--- src/rtl/board_grid.sv ---
// Playfield storage for a falling-block game: per-cell color and occupancy,
// cell writes from the piece logic, a combinational collision query, and a
// bottom-up line-clear scan that removes full rows after each piece locks.
module board_grid #(
  parameter int COLS = 10,
  parameter int ROWS = 18,
  parameter int CW   = 3
) (
  input  logic                                vga_clk,
  input  logic                                reset_n,
  input  logic                                clr,
  input  logic                                wr_valid,
  output logic                                wr_ready,
  input  logic [3:0]                          wr_x,
  input  logic [4:0]                          wr_y,
  input  logic [CW-1:0]                       wr_color,
  input  logic                                lock_done,
  input  logic [3:0]                          q_x,
  input  logic [4:0]                          q_y,
  output logic                                q_occ,
  output logic                                busy,
  output logic                                clear_done,
  output logic [4:0]                          lines_cleared,
  output logic [ROWS-1:0][COLS-1:0][CW-1:0]   grid,
  output logic [ROWS-1:0][COLS-1:0]           occ
);

  localparam logic [3:0] COLS_L   = 4'(COLS);
  localparam logic [4:0] ROWS_L   = 5'(ROWS);
  localparam logic [4:0] ROW_LAST = 5'(ROWS - 1);

  typedef enum logic [1:0] {IDLE, SCAN, SHIFT, DONE} state_t;

  state_t                             state_q, state_d;
  logic [4:0]                         r_q, r_d;
  logic [4:0]                         count_q, count_d;
  logic [4:0]                         lines_q, lines_d;
  logic                               clear_done_q, clear_done_d;
  logic [ROWS-1:0][COLS-1:0][CW-1:0]  grid_q;
  logic [ROWS-1:0][COLS-1:0]          occ_q;

  logic row_full;
  logic wr_fire;

  // The row under the scan pointer is complete when every occupancy bit is set.
  assign row_full = &occ_q[r_q];

  // Writes land only while idle, in range, and not overridden by a wipe.
  assign wr_fire  = (state_q == IDLE) && wr_valid && (wr_x < COLS_L) &&
                    (wr_y < ROWS_L) && !clr;

  assign busy          = (state_q != IDLE);
  assign wr_ready      = ~busy;
  assign clear_done    = clear_done_q;
  assign lines_cleared = lines_q;
  assign grid          = grid_q;
  assign occ           = occ_q;

  // Collision query: anything outside the playfield reads as wall or floor.
  assign q_occ = ((q_x >= COLS_L) || (q_y >= ROWS_L)) ? 1'b1 : occ_q[q_y][q_x];

  // Next-state logic for the line-clear scan; a wipe overrides everything.
  always_comb begin
    state_d      = state_q;
    r_d          = r_q;
    count_d      = count_q;
    lines_d      = lines_q;
    clear_done_d = 1'b0;
    case (state_q)
      IDLE: begin
        if (lock_done) begin
          state_d = SCAN;
          r_d     = ROW_LAST;
          count_d = '0;
        end
      end
      SCAN: begin
        if (row_full) begin
          state_d = SHIFT;
          count_d = (count_q == 5'd31) ? count_q : count_q + 5'd1;
        end else if (r_q == 5'd0) begin
          // Pulse and result are registered so both are visible in DONE.
          state_d      = DONE;
          clear_done_d = 1'b1;
          lines_d      = count_q;
        end else begin
          r_d = r_q - 5'd1;
        end
      end
      SHIFT: begin
        // Pointer stays put so the row that just dropped in is re-checked.
        state_d = SCAN;
      end
      DONE: begin
        state_d = IDLE;
        r_d     = ROW_LAST;
      end
      default: begin
        state_d = IDLE;
        r_d     = ROW_LAST;
      end
    endcase
    if (clr) begin
      state_d      = IDLE;
      r_d          = ROW_LAST;
      count_d      = '0;
      lines_d      = '0;
      clear_done_d = 1'b0;
    end
  end

  // Control state register.
  always_ff @(posedge vga_clk or negedge reset_n) begin
    if (!reset_n) begin
      state_q      <= IDLE;
      r_q          <= ROW_LAST;
      count_q      <= '0;
      lines_q      <= '0;
      clear_done_q <= 1'b0;
    end else begin
      state_q      <= state_d;
      r_q          <= r_d;
      count_q      <= count_d;
      lines_q      <= lines_d;
      clear_done_q <= clear_done_d;
    end
  end

  // Board storage: wipe, one-cycle shift of rows 0..r down by one, or cell write.
  always_ff @(posedge vga_clk or negedge reset_n) begin
    if (!reset_n) begin
      grid_q <= '0;
      occ_q  <= '0;
    end else if (clr) begin
      grid_q <= '0;
      occ_q  <= '0;
    end else if (state_q == SHIFT) begin
      for (int k = 1; k < ROWS; k++) begin
        if (k <= int'(r_q)) begin
          grid_q[k] <= grid_q[k-1];
          occ_q[k]  <= occ_q[k-1];
        end
      end
      grid_q[0] <= '0;
      occ_q[0]  <= '0;
    end else if (wr_fire) begin
      grid_q[wr_y][wr_x] <= wr_color;
      occ_q[wr_y][wr_x]  <= 1'b1;
    end
  end

endmodule

--- config.mk ---
export PLATFORM = sky130hd
export DESIGN_NAME = board_grid
export DESIGN_NICKNAME = d
export VERILOG_FILES = /design/src/rtl/board_grid.sv
export SDC_FILE = /design/constraint.sdc
export NUM_CORES = 2
export LEC_CHECK = 0
export CORE_UTILIZATION = 36
export DETAILED_ROUTE_END_ITERATION = 10
export GPL_TIMING_DRIVEN = 0
export PLACE_DENSITY = 0.56
export SYNTH_ARGS = -nofsm -noshare
export SYNTH_HDL_FRONTEND = slang
export SYNTH_SLANG_ARGS = --single-unit
export TNS_END_PERCENT = 50
--- constraint.sdc ---
create_clock -name vga_clk -period 4.15 [get_ports vga_clk]
set_input_delay 0.83 -clock vga_clk [delete_from_list [all_inputs] [get_ports vga_clk]]
set_output_delay 0.83 -clock vga_clk [all_outputs]
set_load 0.02 [all_outputs]
==> results by group <==
Run status
  – Outcome: finished with violations
  – Failing checks: max-capacitance violations, max-slew violations, negative setup slack

Clocking
  – CTS sink count: 738
  – Hold_buf cts: 0
  – Clock-pin slew on the worst setup and hold paths: 60 ps
  – Post-CTS Setup Inserts: 0
  – CTS Root Cell: clkbuf_16
  – Htree depth: 3
  – CTS tree: yes
  – Worst-Skew Late Latency: 680 ps
  – TritonCTS buffer count: 88
  – Clock Tree Buf Depth: 3

Pwr
  – Sw Share: 32.5%
  – Combinational Power Share: 19.7%
  – Cell-internal power: 13.9 mW
  – Total power: 20.7 mW
  – Sw Pwr: 6.71 mW
  – Sequential power share: 41.5%
  – VDD IR max: 0.288 mV
  – Power per cell area: 413 nW/µm²
  – Clk network pwr share: 38.8%
  – Lkg Pwr: 19.1 nW

Global routing
  – Initial antenna violation count: 13
  – First-pass GRT wire length: 298000 µm
  – GRT overflow: 0
  – Pin count of the biggest net entering global routing: 116
  – Overall routing resource usage: 40.7%
  – Vias in the first global route: 37026

Synthesis
  – Syn Nets: 4160
  – Avg Cell Area, Syn: 9.06 µm²
  – EDFF count, synth: 0
  – Yosys cell types: 69
  – Most used DFF post-synth: dfrtp_1
  – Synth warnings: 0
  – Seq cells post-synth: 738
  – Post-Synthesis Cell Area: 37400 µm²
  – Post-Syn Instances: 4127
  – Sequential area share after synthesis: 49.4%
  – Async SR Flop Fraction: 100%

STA
  – Hold slack: 31.9 ps
  – Fin. max-slew vios: 11
  – Total negative slack: -2140 ps
  – RSZ-0062 raised after global routing: yes
  – Fin crit period: 4280 ps
  – Final WS setup: -132 ps
  – Final setup fails: 30
  – Max_slew headroom: -0.461%
  – Fmax achieved: 234 MHz
  – Hold Vio Cnt, Final: 0
  – Clk_skew: 23.9 ps
  – Worst slew pin tran: 1510 ps
  – Final period utilization: 103%

Drt
  – DR iter-0 viols: 6007
  – Routed vias/inst: 6.29
  – # DRC: 0
  – Wirelength, routed: 219000 µm
  – WL/cell: 34.2 µm
  – Final ANT Viol Nets: 0
  – Vias: 40332
  – Drt pass-1 iters: 6

Setup path
  – WP depth: 9
  – Worst path arrival time: 4810 ps
  – Critical R2R Capture: grid[276]
  – R2R setup slack: 20 ps
  – Critical path required time: 4670 ps
  – Critical Path Sink Type: flop
  – Crit-path max cell delay: 1140 ps
  – CP max stage cell: clkbuf_1
  – Worst setup path startpoint: wr_x[0]
  – Crit path top cell by count: clkbuf_1
  – Reg2Reg Depth: 9
  – Crit Path Category: in2reg
  – Crit path cell chain: clkdlybuf4s50_1, clkbuf_1, nor2b_1, nand2_1, clkbuf_2, clkbuf_1, nor2_1, a22oi_1, a21oi_1
  – CP Max Fanout: 10
  – R2R Path Start: state_q[0]
  – Critical Path Source Type: primary input
  – Critical path buffer and inverter count: 4
  – Setup crit end: grid[124]
  – Family with the most delay on the worst path: buffers and inverters

Place
  – PortBufs: 748
  – Gpl congestion: 1.09
  – Placed inst area: 46900 µm²
  – Dpl cells: 6256
  – Final HPWL DP: 169000 µm
  – Pre-CTS setup slack: -2160 ps

Final layout
  – Share of layout cells above drive strength 1: 6.17%
  – Area grow syn2layout: 33.7%
  – Area of the multi-input gates: 17800 µm²
  – Leading cell type in the layout, fill and taps excluded: nor2_1
  – Filler instances: 9872
  – Final Cell Area: 50000 µm²
  – Commonest cells after routing, fill and taps aside: nor2_1 (765), clkdlybuf4s50_1 (744), dfrtp_1 (736), a22oi_1 (573), a21oi_1 (536)
  – Final core occ: 48.9%
  – Nets: 5007
  – FF+latch area: 18500 µm²
  – Cell Count, Final, Fillers Out: 6412

Floorplanning
  – Chip Height: 324 µm
  – Initial cell density of the core: 36.5%
  – Num rows: 117
  – Die width: 324 µm
  – CORE AREA: 102000 µm²
  – I/O Pins: 755
  – Die ar.: 105000 µm²

Min path
  – Hold crit path type: in2async

Run
  – Max-Cap Viols: 1
==> final cells by class <==
class / instances / area share, %
Antenna cell: 3 / 0.0150
Buffer: 278 / 2.57
Clock buffer: 123 / 5.09
Clock inverter: 34 / 0.738
Inverter: 12 / 0.0901
Multi-Input combinational cell: 3095 / 35.6
Sequential cell: 738 / 36.9
Tap cell: 1368 / 3.42
Timing Repair Buffer: 761 / 15.5
==> how the worst min path moves through the flow <==
stage                     slack, ps               end  depth (start not counted)        startpoint
after floorplan                 510  lines_cleared[4]                          2        count_q[4]
after global placement          510  lines_cleared[1]                          2  lines_cleared[1]
after detailed placement        510         grid[105]                          2         grid[105]
after CTS                        30         grid[170]                          1           reset_n
after global routing             40         grid[170]                          1           reset_n
final                            30         grid[170]                          1           reset_n
==> synth_stat cells, types with 3 or more instances <==
| library cell | instances | area (µm²) |
|---|---|---|
| nand2b_1 | 11 | 68.8 |
| nor2b_1 | 13 | 81.3 |
| a21o_1 | 5 | 37.5 |
| nand3_1 | 18 | 90.1 |
| a2bb2oi_1 | 5 | 43.8 |
| nor3_1 | 35 | 175 |
| o211ai_1 | 8 | 60.1 |
| o221ai_1 | 3 | 26.3 |
| o22ai_1 | 7 | 43.8 |
| nand2_1 | 474 | 1780 |
| a22oi_1 | 574 | 4310 |
| buf_12 | 3 | 60.1 |
| or3_1 | 7 | 43.8 |
| buf_6 | 4 | 45.0 |
| o21ai_0 | 383 | 1920 |
| buf_1 | 22 | 82.6 |
| buf_4 | 3 | 22.5 |
| inv_1 | 10 | 37.5 |
| a21oi_1 | 536 | 2680 |
| mux2_2 | 3 | 33.8 |
| buf_2 | 17 | 85.1 |
| nor2_1 | 769 | 2890 |
| dfrtp_1 | 736 | 18400 |
| clkbuf_1 | 233 | 875 |
| mux4_2 | 64 | 1440 |
| and3_1 | 5 | 31.3 |
| ha_1 | 7 | 87.6 |
| a221o_1 | 40 | 400 |
| mux4_1 | 17 | 447 |
| and2_1 | 14 | 87.6 |
| nand4_1 | 3 | 18.8 |
| mux2i_1 | 50 | 500 |
| a22o_1 | 3 | 26.3 |
==> cell families (layout without fill, tap and decap cells) <==
kind of cell             count (synthesis)  in the layout  synth area share, %
buffers and inverters                  294           1208                 3.25
other                                    0              3                    0
AO/OA/AOI/OAI                         1593           1593                 26.3
multiplexers                           134            134                 6.48
flip-flops                             738            738                 49.4
AND/OR/NAND/NOR                       1361           1361                 14.3
adder cells (fa/ha/maj)                  7              7                0.234
==> worst reg2reg max path: stages (launching register included) <==
cell and delay [ps]:
dfrtp_1 340, clkbuf_1 360, inv_1 190, a21oi_1 540, and2_1 210, clkbuf_1 670
clkbuf_2 680, clkbuf_1 590, a22oi_1 280, a21oi_1 200
==> repair_timing <==
action	4_1_cts	5_1_grt
endpoints found under the hold margin	0	0
gates resized for setup	55	40
pin swaps	1	2
setup endpoints to repair	436	132
==> power by group through the flow <==
stage	clock (mW)	sequential [mW]	combinational [mW]
final	8.01	8.57	4.06
after floorplan	0	8.96	1.26
after global routing	8.30	8.59	4.30
after CTS	8.03	8.55	4.01
after global placement	0	8.69	3.93
after detailed placement	0	8.67	3.98
==> sequential cells by signal, indices dropped and copies added (netlist names) <==
name / count
occ: 180
grid: 540
count_q: 5
lines_cleared: 5
state_q: 2
clear_done: 1
r_q: 5
==> per-layer routing <==
metal | GRT usage, % | routed length [µm]
met5 | 0 | 72
met4 | 19.1 | 11900
met3 | 14.5 | 28500
met2 | 59.3 | 93700
met1 | 53.7 | 85400
No activity file was read; power rests on OpenSTA's default activity.
